$ cat src/rtl/umem_cmd_ctrl.sv
// Host command sequencer between the UART byte stream and the memory's UART-side port.
// Decodes W/R/D/G byte commands, hands memory to the CPU for a run and reports back over tx.
module umem_cmd_ctrl #(
  parameter int MEM_BYTE_ADDR_WIDTH = 6
) (
  input  logic                           clk,
  input  logic                           rst,
  input  logic                           rx_valid,
  input  logic [7:0]                     rx_data,
  output logic                           tx_valid,
  output logic [7:0]                     tx_data,
  input  logic                           tx_ready,
  output logic                           umem_ctrl,
  output logic                           umem_rd_en,
  output logic                           umem_wr_en,
  output logic [MEM_BYTE_ADDR_WIDTH-1:0] umem_addr,
  output logic [7:0]                     umem_wr_data,
  input  logic [7:0]                     umem_rd_data,
  output logic                           cpu_run,
  input  logic                           cpu_halt,
  output logic                           rx_overrun
);

  localparam logic [7:0] CMD_W    = 8'h57;
  localparam logic [7:0] CMD_R    = 8'h52;
  localparam logic [7:0] CMD_D    = 8'h44;
  localparam logic [7:0] CMD_G    = 8'h47;
  localparam logic [7:0] ERR_BYTE = 8'h3F;
  localparam logic [7:0] ACK_BYTE = 8'h4B;
  localparam logic [MEM_BYTE_ADDR_WIDTH-1:0] ADDR_LAST = '1;

  typedef enum logic [3:0] {
    IDLE, GET_ADDR, GET_DATA, WRITE, READ, SEND, DUMP_RD, DUMP_SEND, RUN
  } state_t;

  state_t state, state_next;
  logic   cmd_write;
  logic   accepting;
  logic   is_known_cmd;

  assign is_known_cmd = (rx_data == CMD_W) || (rx_data == CMD_R) ||
                        (rx_data == CMD_D) || (rx_data == CMD_G);

  always_ff @(posedge clk) begin
    if (rst) state <= IDLE;
    else     state <= state_next;
  end

  // Strobes, tx_valid and memory ownership are pure decodes of the current state.
  always_comb begin
    state_next = state;
    tx_valid   = 1'b0;
    umem_rd_en = 1'b0;
    umem_wr_en = 1'b0;
    cpu_run    = 1'b0;
    umem_ctrl  = 1'b1;
    accepting  = 1'b0;
    case (state)
      IDLE: begin
        accepting = 1'b1;
        if (rx_valid) begin
          case (rx_data)
            CMD_W, CMD_R: state_next = GET_ADDR;
            CMD_D:        state_next = DUMP_RD;
            CMD_G:        state_next = RUN;
            default:      state_next = SEND;
          endcase
        end
      end
      GET_ADDR: begin
        accepting = 1'b1;
        if (rx_valid) state_next = cmd_write ? GET_DATA : READ;
      end
      GET_DATA: begin
        accepting = 1'b1;
        if (rx_valid) state_next = WRITE;
      end
      WRITE: begin
        umem_wr_en = 1'b1;
        state_next = IDLE;
      end
      READ: begin
        umem_rd_en = 1'b1;
        state_next = SEND;
      end
      SEND: begin
        tx_valid = 1'b1;
        if (tx_ready) state_next = IDLE;
      end
      DUMP_RD: begin
        umem_rd_en = 1'b1;
        state_next = DUMP_SEND;
      end
      DUMP_SEND: begin
        tx_valid = 1'b1;
        if (tx_ready) state_next = (umem_addr == ADDR_LAST) ? IDLE : DUMP_RD;
      end
      RUN: begin
        cpu_run   = 1'b1;
        umem_ctrl = 1'b0;
        if (cpu_halt) state_next = SEND;
      end
      default: state_next = IDLE;
    endcase
  end

  // Datapath registers; the dump address increment wraps to zero after the last byte.
  always_ff @(posedge clk) begin
    if (rst) begin
      cmd_write    <= 1'b0;
      umem_addr    <= '0;
      umem_wr_data <= 8'h00;
      tx_data      <= 8'h00;
      rx_overrun   <= 1'b0;
    end else begin
      if (rx_valid && !accepting) rx_overrun <= 1'b1;
      case (state)
        IDLE: begin
          if (rx_valid) begin
            cmd_write <= (rx_data == CMD_W);
            if (rx_data == CMD_D)  umem_addr <= '0;
            else if (!is_known_cmd) tx_data  <= ERR_BYTE;
          end
        end
        GET_ADDR:  if (rx_valid) umem_addr <= rx_data[MEM_BYTE_ADDR_WIDTH-1:0];
        GET_DATA:  if (rx_valid) umem_wr_data <= rx_data;
        READ:      tx_data <= umem_rd_data;
        DUMP_RD:   tx_data <= umem_rd_data;
        DUMP_SEND: if (tx_ready) umem_addr <= umem_addr + 1'b1;
        RUN:       if (cpu_halt) tx_data <= ACK_BYTE;
        default: ;
      endcase
    end
  end

endmodule

$ cat config.mk
export PLATFORM = sky130hd
export DESIGN_NAME = umem_cmd_ctrl
export DESIGN_NICKNAME = d
export VERILOG_FILES = /design/src/rtl/umem_cmd_ctrl.sv
export SDC_FILE = /design/constraint.sdc
export NUM_CORES = 1
export LEC_CHECK = 0
export CORE_MARGIN = 3
export CORE_UTILIZATION = 45
export CTS_CLUSTER_DIAMETER = 200
export DETAILED_ROUTE_END_ITERATION = 10
export GPL_TIMING_DRIVEN = 0
export PLACE_DENSITY = 0.77
export SLEW_MARGIN = 0
export SYNTH_ARGS = -nofsm -noshare
export SYNTH_HDL_FRONTEND = slang
export SYNTH_SLANG_ARGS = --single-unit
$ cat constraint.sdc
create_clock -name clk -period 3.8 [get_ports clk]
set_input_delay 0.57 -clock clk [delete_from_list [all_inputs] [get_ports clk]]
set_output_delay 0.57 -clock clk [all_outputs]
set_load 0.01 [all_outputs]
**Word level (Yosys, flattened, before mapping)**

Index checks and enable logic that the tools add are counted.

- Register bits after elaboration: 28
- Output and inout port bits: 28
- Word-level logic and storage cells: 72

- Add/subtract/negate cells: 1
- Equal/unequal tests: 22
- Mux-type cells: 26
- Reduce and logical (&&, ||, !) cells: 17

Operators with widths:

| operator | count |
|---|---|
| 8-bit by 7-bit equality test with 1-bit output (second input constant) | 4 |
| 8-bit two-way mux | 4 |
| 4-bit case mux with 8 select lines | 1 |
| 4-bit two-way mux | 6 |
| 6-bit two-way mux | 4 |
| 8-bit case mux with 3 select lines | 1 |
| 2-bit != test (second input constant) | 9 |
| 6-bit case mux with 3 select lines | 1 |
| 4-bit by 3-bit equality test with 1-bit output (second input constant) | 4 |
| 4-bit case mux with 3 select lines | 1 |
| 5-bit AND reduction | 2 |
| 4-bit by 2-bit equality test with 1-bit output (second input constant) | 2 |
| 6-bit by 1-bit adder with 6-bit output (second input constant) | 1 |
| 6-bit equality test (second input constant) | 1 |
| 1-bit two-way mux | 6 |
| 3-bit two-way mux | 2 |
| 6-bit AND reduction | 1 |
| 3-bit nonzero test | 2 |
| 2-bit OR reduction | 3 |
| 4-bit by 1-bit equality test with 1-bit output (second input constant) | 1 |
| 4-bit equality test (second input constant) | 1 |
| 4-bit zero test | 1 |
| 2-bit AND reduction | 2 |
| 1-bit logical OR | 3 |
| other kinds (3) | 3 |

**Depth between registers and ports, before layout**

Gate-level depths: netlist of the first run.

- Word-level depth: 8
- Depth in mapped cells: 7

**Worst setup path after synthesis of the first run**

Ideal clock, no wire load.

- Kind: input port to flip-flop
- From: input port rx_data[1]
- To: register umem_addr[2]
- Library setup time: 71 ps
- Data arrival time: 2,003 ps
- Required time: 3,729 ps
- Path slack: 1,727 ps
- Stages: 6
- Path buffers: 1
- Path through: buf_4 nor4b_4 nand2_2 a221o_1 or4_1 a21oi_1

- Longest elaborated chain between the ends: 3

RTL lines:

| item | RTL line | RTL |
|---|---|---|
| from (decl) | 9 | `input logic [7:0] rx_data,` |
| 8-bit by 7-bit equality test with 1-bit output | 121 | `if (rx_data == CMD_D) umem_addr <= '0;` |
| 2-bit != test (no source line) | n/a |  |
| 5-bit AND reduction (no source line) | n/a |  |
| to (signal assigned) | 125 | `GET_ADDR: if (rx_valid) umem_addr <= rx_data[MEM_BYTE_ADDR_WIDTH-1:0];` |
| to (signal assigned) | 129 | `DUMP_SEND: if (tx_ready) umem_addr <= umem_addr + 1'b1;` |
| to (decl) | 16 | `output logic [MEM_BYTE_ADDR_WIDTH-1:0] umem_addr,` |

Every way passes these cells.
A chain may end at the register's enable or synchronous reset.

**Final worst setup path of the first run**

- From: register state[3]
- To: output port umem_rd_en

- Longest elaborated chain between the ends: 3
- Elaborated cells on any way between the ends: 4
- Those cells by class: eq/ne (2); mux (1); reduce/logical (1)

RTL lines:

| item | RTL line | RTL |
|---|---|---|
| from (decl) | 36 | `state_t state, state_next;` |
| from (signal assigned) | 46 | `else state <= state_next;` |
| 4-bit by 3-bit equality test with 1-bit output | 58 | `case (state)` |
| 2-bit OR reduction (no source line) (*) | n/a |  |
| 1-bit two-way mux (*) | 58 |  |
| to (decl) | 14 | `output logic umem_rd_en,` |

Mark *: on every way between the ends. The rest lies on a longest branch, timed or not.

==> flow_summary.yaml, run 1 <==
pwr:
  power.share.sequential: 0.409
  p_sw_uw: 331
  p_int_uw: 573
  clock_power_share: 0.164
  p_sw_frac: 0.367
  cellLeakagePower_uw: 0.000825
  powerDensity_nw_per_um2: 425
  comb_power_share: 0.427
  peakVddDrop_uv: 270
clock_network:
  cts_root_buf: "clkbuf_4"
  post-cts-setup-buffer-count: 0
  clk_pin_slew_worst_paths_ns: 0.15
  worstSkewPairLatency_ns: 0.34
  htree_levels: 1
  cts_max_path_buffers: 2
  cts_tree: "built"
  numCtsBuffers: 3
  post_cts_resized: 0
  cts_sinks: 28
  cts_hold_buf: 0
yosys:
  synth_cells: 193
  synthTopCellsByArea: "dfxtp_1, nor2_1, mux2i_1"
  synth.ff_latch_count: 28
  ys.flop_type: "dfxtp_1"
  synth-edff-count: 0
  synth_cell_type_count: 45
  async_reset_ff_frac: 0
  synth_top_area_frac: 0.353
  syn_area_sq_um: 1590
  avgSynthCellArea_sq_um: 8.23
  synth_top_cell_by_area: "dfxtp_1"
  yosysWarnings: 0
  synthesis.nets: 215
  synth-seq-area-share: 0.353
worst_setup_path:
  timing.rr.start: "state[1]$_SDFFE_PP0P_"
  worstPathMaxFanout: 10
  cpPeakStageDelay_ns: 0.66
  critPathCaptureType: "primary output"
  critPathBufInv: 2
  critPathSlowestCell: "clkdlybuf4s50_1"
  worstSetupStartpointType: "flop"
  cp.required_ns: 3.23
  arrival_ns: 2.41
  regToRegSetupSlack_ns: 1.70
  worstSetupPathType: "reg2out"
  path_cells: "clkbuf_1 -> nand2b_1 -> nor2_1 -> clkdlybuf4s50_1"
  cp_top_family: "buffers and inverters"
  startpoint: "state[3]$_SDFFE_PP0P_"
timing:
  relSlewSlack: 0.541
  finalSetupTns_ns: 0
  hold_viol: 0
  skew_ns: 0.0106
  fin_crit_sh: 0.784
  worst_slew_pin_slew_ns: 0.683
  fin_crit_ns: 2.98
  drv_slew: 0
  setup_viol: 0
  max_clock_freq_mhz: 335
  rsz0062_at_grt: "no"
  postLayoutSetupSlackWorst_ns: 0.819
global_routing:
  grt_max_degree: 16
  overflow: 0
  grt_antenna_before_repair: 0
  grt_pass1_vias: 1565
  grt_pass1_wl_microns: 7620
  groute.usage.overall: 0.226
die:
  die_width_microns: 65.4
  core_sq_um: 3200
  chipHeight_microns: 65.4
  num_io_pins: 49
  die_area_sq_um: 4280
  start_util: 0.496
  row_count: 20
run_status:
  status: "completed"
layout:
  drive_gt1_frac: 0.0744
  final_nets: 265
  syn2layout_area_growth_pct: 34.1
  fin_area_sq_um: 2130
  antenna_cells: 0
placement:
  place.gp.congestion: 1.02
  pre_cts_ws_ns: 1.05
  hpwl_microns: 3220
  dpl_cell_area_sq_um: 2090
  io_buffers: 45
detailed_routing:
  drc: 0
  ant_nets: 0
  postRouteWirelength_microns: 4350
  firstDrtPassIters: 4
  drt_iter0_markers: 185
  viasPerCell: 5.75
  wl_per_cell_microns: 15.2
  vias: 1645
min_path:
  min_path_type: "reg2reg"
  min-delay-start: "tx_data[1]$_SDFFE_PP0P_"
job:
  drv_cap: 0
worst register-to-register path, delay by kind of cell (launching register included):
family | cells | cell delay [ns]
compound gates | 2 | 0.57
flops | 1 | 0.39
simple gates | 3 | 1.10
through the flow:
step                      hold slack (ns)  utilization  total power, uW  cells
after floorplan                     0.445            -              600    193
after global routing                0.503        0.665              968    286
after global placement              0.450        0.654              754    282
after CTS                           0.482        0.665              908    286
final                               0.479        0.665              904    286
after detailed placement            0.461        0.654              758    282
power by group through the flow:
stage	logic (uW)	registers (uW)	clock network, uW
finish	386	369	148
global route	427	377	165
CTS	384	369	155
detailed placement	382	375	0
global placement	379	375	0
floorplan	214	386	0
synth_stat cells, types with 2 or more instances:
library cell	instances
dfxtp_1	28
nor2_1	25
nand2_1	15
nor3_1	10
a21oi_1	9
inv_1	8
mux2i_1	8
a211oi_1	7
clkbuf_1	7
nor2b_1	7
nand3_1	6
a221oi_1	5
o21ai_0	5
a22oi_1	3
and3_1	3
buf_4	3
nand4_1	3
nor3b_1	3
or3_1	3
or4_1	3
xnor2_1	3
nand2b_1	2
nor4b_4	2
nor4bb_1	2
o22ai_1	2
o31ai_1	2
cell type report:
cell class	instances	area [sq um]
Fill cell	313	1070
Multi-Input combinational cell	144	928
Sequential cell	28	561
Timing Repair Buffer	45	450
Buffer	12	65.1
Tap cell	44	55.1
Clock buffer	4	36.3
Inverter	9	33.8
flip-flops by register name, summed over array words and instances (netlist names):
register	count
cmd_write	1
state	4
umem_addr	6
rx_overrun	1
umem_wr_data	8
tx_data	8
cell families after synthesis:
family,share of synthesized area
xor gates and xnor gates,0.0166
AOI/OAI and AO/OA,0.181
adders and majority gates,0.00788
buffers and inverters,0.0623
DFF,0.353
and+or+nand+nor,0.329
muxes,0.0504
metal layers:
layer / wire [microns] / track usage / vias to the layer above
met2: 2050 / 0.354 / 60
met4: 71 / 0.0648 / 0
met1: 1980 / 0.314 / 777
li1: - / - / 797
met3: 246 / 0.0444 / 11
met5: 0 / 0 / -
final timing paths:
kind	to	cells past startpoint
worst min register to register	tx_data[1]$_SDFFE_PP0P_	2
worst max register to register	umem_addr[2]$_SDFFE_PP0P_	5
worst max-delay path	umem_rd_en	4
worst min-delay path	tx_data[1]$_SDFFE_PP0P_	2
layout by cell type, fill, tap and decap left out, drive strengths merged, types with 5 or more instances in the layout:
master	n
a21oi	9
inv	9
dfxtp	28
mux2i	8
nor3	10
buf	5
nand2	16
clkdlybuf4s50	45
nor2	25
a211oi	7
o21ai	6
clkbuf	11
nand3	6
a221oi	6
nor2b	7
(Power assumes the default switching activity.)
==> run 2, diff against run 1 <==
==> constraint.sdc (replaced) <==
create_clock -name clk -period 3 [get_ports clk]
set_input_delay 0.45 -clock clk [delete_from_list [all_inputs] [get_ports clk]]
set_output_delay 0.45 -clock clk [all_outputs]
set_load 0.01 [all_outputs]
==> run 2 against run 1 <==
Against the previous run:
- setup slack worse by 0.63 ns
- total power is 27% higher
- non-clock buffer count shrank 1
- count of clock-buffer cells in the layout did not move
- die area did not move
- critical path type unchanged
- largest cell class unchanged
==> flow_summary.yaml, run 2 (synthesis gave the netlist of run 1 again) <==
placement:
  dpl_cell_area_sq_um: 2090
  dpl.cell_count: 282
  hpwl_microns: 3220
  place.gp.congestion: 1.02
  io_buffers: 45
timing:
  relSlewSlack: 0.538
  max_clock_freq_mhz: 356
  rsz0062_at_grt: "no"
  fin_crit_sh: 0.936
  fin_crit_ns: 2.81
  hold_slack_ns: 0.394
  worst_slew_pin_slew_ns: 0.688
  setup_viol: 0
  drv_slew: 0
  skew_ns: 0.0131
  hold_viol: 0
  finalSetupTns_ns: 0
global_routing:
  overflow: 0
  grt_pass1_wl_microns: 7620
  grt_antenna_before_repair: 0
  grt_pass1_vias: 1565
  use_met1: 0.314
  grt_max_degree: 16
  gr-usage-met3: 0.0444
  top_usage_layer: "met2"
  groute.usage.overall: 0.226
  grt_use_met2: 0.354
min_path:
  min_path_type: "in2reg"
detailed_routing:
  postRouteWirelength_microns: 4360
  firstDrtPassIters: 4
  viasPerCell: 5.75
  ant_nets: 0
  vias: 1638
  wl_per_cell_microns: 15.3
  drc: 0
  drt_iter0_markers: 211
layout:
  largest_registers: "tx_data: 8 flops, umem_wr_data: 8 flops, umem_addr: 6 flops"
  syn2layout_area_growth_pct: 33.9
  layout_common_cells: "clkdlybuf4s50_1, dfxtp_1, nor2_1"
  final_common_cell: "clkdlybuf4s50_1"
  multi_input_area_sq_um: 928
  antenna_cells: 0
  drive_gt1_frac: 0.0747
  fin_area_sq_um: 2130
  regArea_sq_um: 561
  n_fill_cell: 312
  final_nets: 264
  fin_cells: 285
pwr:
  peakVddDrop_uv: 341
  comb_power_share: 0.427
  clock_power_share: 0.165
  p_sw_frac: 0.368
  power.share.sequential: 0.408
  powerDensity_nw_per_um2: 540
  p_int_uw: 725
  cellLeakagePower_uw: 0.000823
  p_sw_uw: 423
clock_network:
  clk_pin_slew_worst_paths_ns: 0.16
  htree_levels: 1
  cts_sinks: 28
  cts_tree: "built"
  cts_hold_buf: 0
  post_cts_resized: 0
  cts_root_buf: "clkbuf_4"
  post-cts-setup-buffer-count: 0
  numCtsBuffers: 3
  worstSkewPairLatency_ns: 0.34
  cts_max_path_buffers: 2
die:
  die_area_sq_um: 4280
  start_util: 0.496
  num_io_pins: 49
  chipHeight_microns: 65.4
  row_count: 20
  core_sq_um: 3200
  die_width_microns: 65.4
worst_setup_path:
  cp.required_ns: 2.55
  worstSetupStartpointType: "flop"
  critPathCaptureType: "primary output"
  worstSetupPathType: "reg2out"
  arrival_ns: 2.36
  worstPathMaxFanout: 10
run_status:
  status: "completed"
job:
  drv_cap: 0
[run 2: cell types whose count changed in the layout (fill, tap and decap cells not counted)]
cell	before	now
clkbuf_1	7	6
[run 2: final timing paths]
kind / slack (ns) / depth (start not counted) / startpoint / end
max: 0.19 / 4 / state[2]$_SDFFE_PP0P_ / umem_rd_en
min: 0.39 / 3 / rx_data[0] / umem_wr_data[0]$_SDFFE_PP0P_
max reg2reg: 0.92 / 5 / state[1]$_SDFFE_PP0P_ / umem_addr[2]$_SDFFE_PP0P_
min reg2reg: 0.48 / 2 / tx_data[1]$_SDFFE_PP0P_ / tx_data[1]$_SDFFE_PP0P_
[run 2: worst max-delay path, stage by stage, from the launching register on]
cell             delay, ns
dfxtp_1               0.43
buf_4                 0.21
nand2b_1              0.15
nor2_1                0.56
clkdlybuf4s50_1       0.66
[run 2: routing by layer]
| metal | wire [microns] | up-vias |
|---|---|---|
| met4 | 59 | 0 |
| met1 | 1980 | 773 |
| li1 | - | 796 |
| met5 | 0 | - |
| met2 | 2060 | 61 |
| met3 | 263 | 8 |
[run 2: final cells by class]
| type | count | area share |
|---|---|---|
| tap | 44 | 0.0259 |
| timing repair buffer | 45 | 0.212 |
| inverter | 9 | 0.0159 |
| sequential | 28 | 0.264 |
| multi-input combinational | 144 | 0.437 |
| clock buffer | 4 | 0.0171 |
| buffer | 11 | 0.0288 |
[run 2: power groups by stage]
stage,registers [uW],clock network [uW],logic (uW)
final,468,190,490
after global routing,478,209,540
after CTS,468,196,486
after detailed placement,476,0,484
after global placement,475,0,481
after floorplan,489,0,271
[run 2: per-stage QoR]
stage                     worst slack, ns  power (uW)   util
after floorplan                      1.05         760      -
after global placement              0.380         956  0.654
after detailed placement            0.371         960  0.654
after CTS                           0.169        1150  0.665
after global routing               0.0496        1230  0.664
final                               0.193        1150  0.664
==> run 3, diff against run 2 <==
--- a/config.mk
+++ b/config.mk
@@ -10,6 +10,7 @@
 export CTS_CLUSTER_DIAMETER = 200
 export DETAILED_ROUTE_END_ITERATION = 10
 export GPL_TIMING_DRIVEN = 0
+export HOLD_SLACK_MARGIN = 0.15
 export PLACE_DENSITY = 0.77
 export SLEW_MARGIN = 0
 export SYNTH_ARGS = -nofsm -noshare
==> results of run 3 <==
No change in the layout: final DEF, timing and power equal those of run 2.
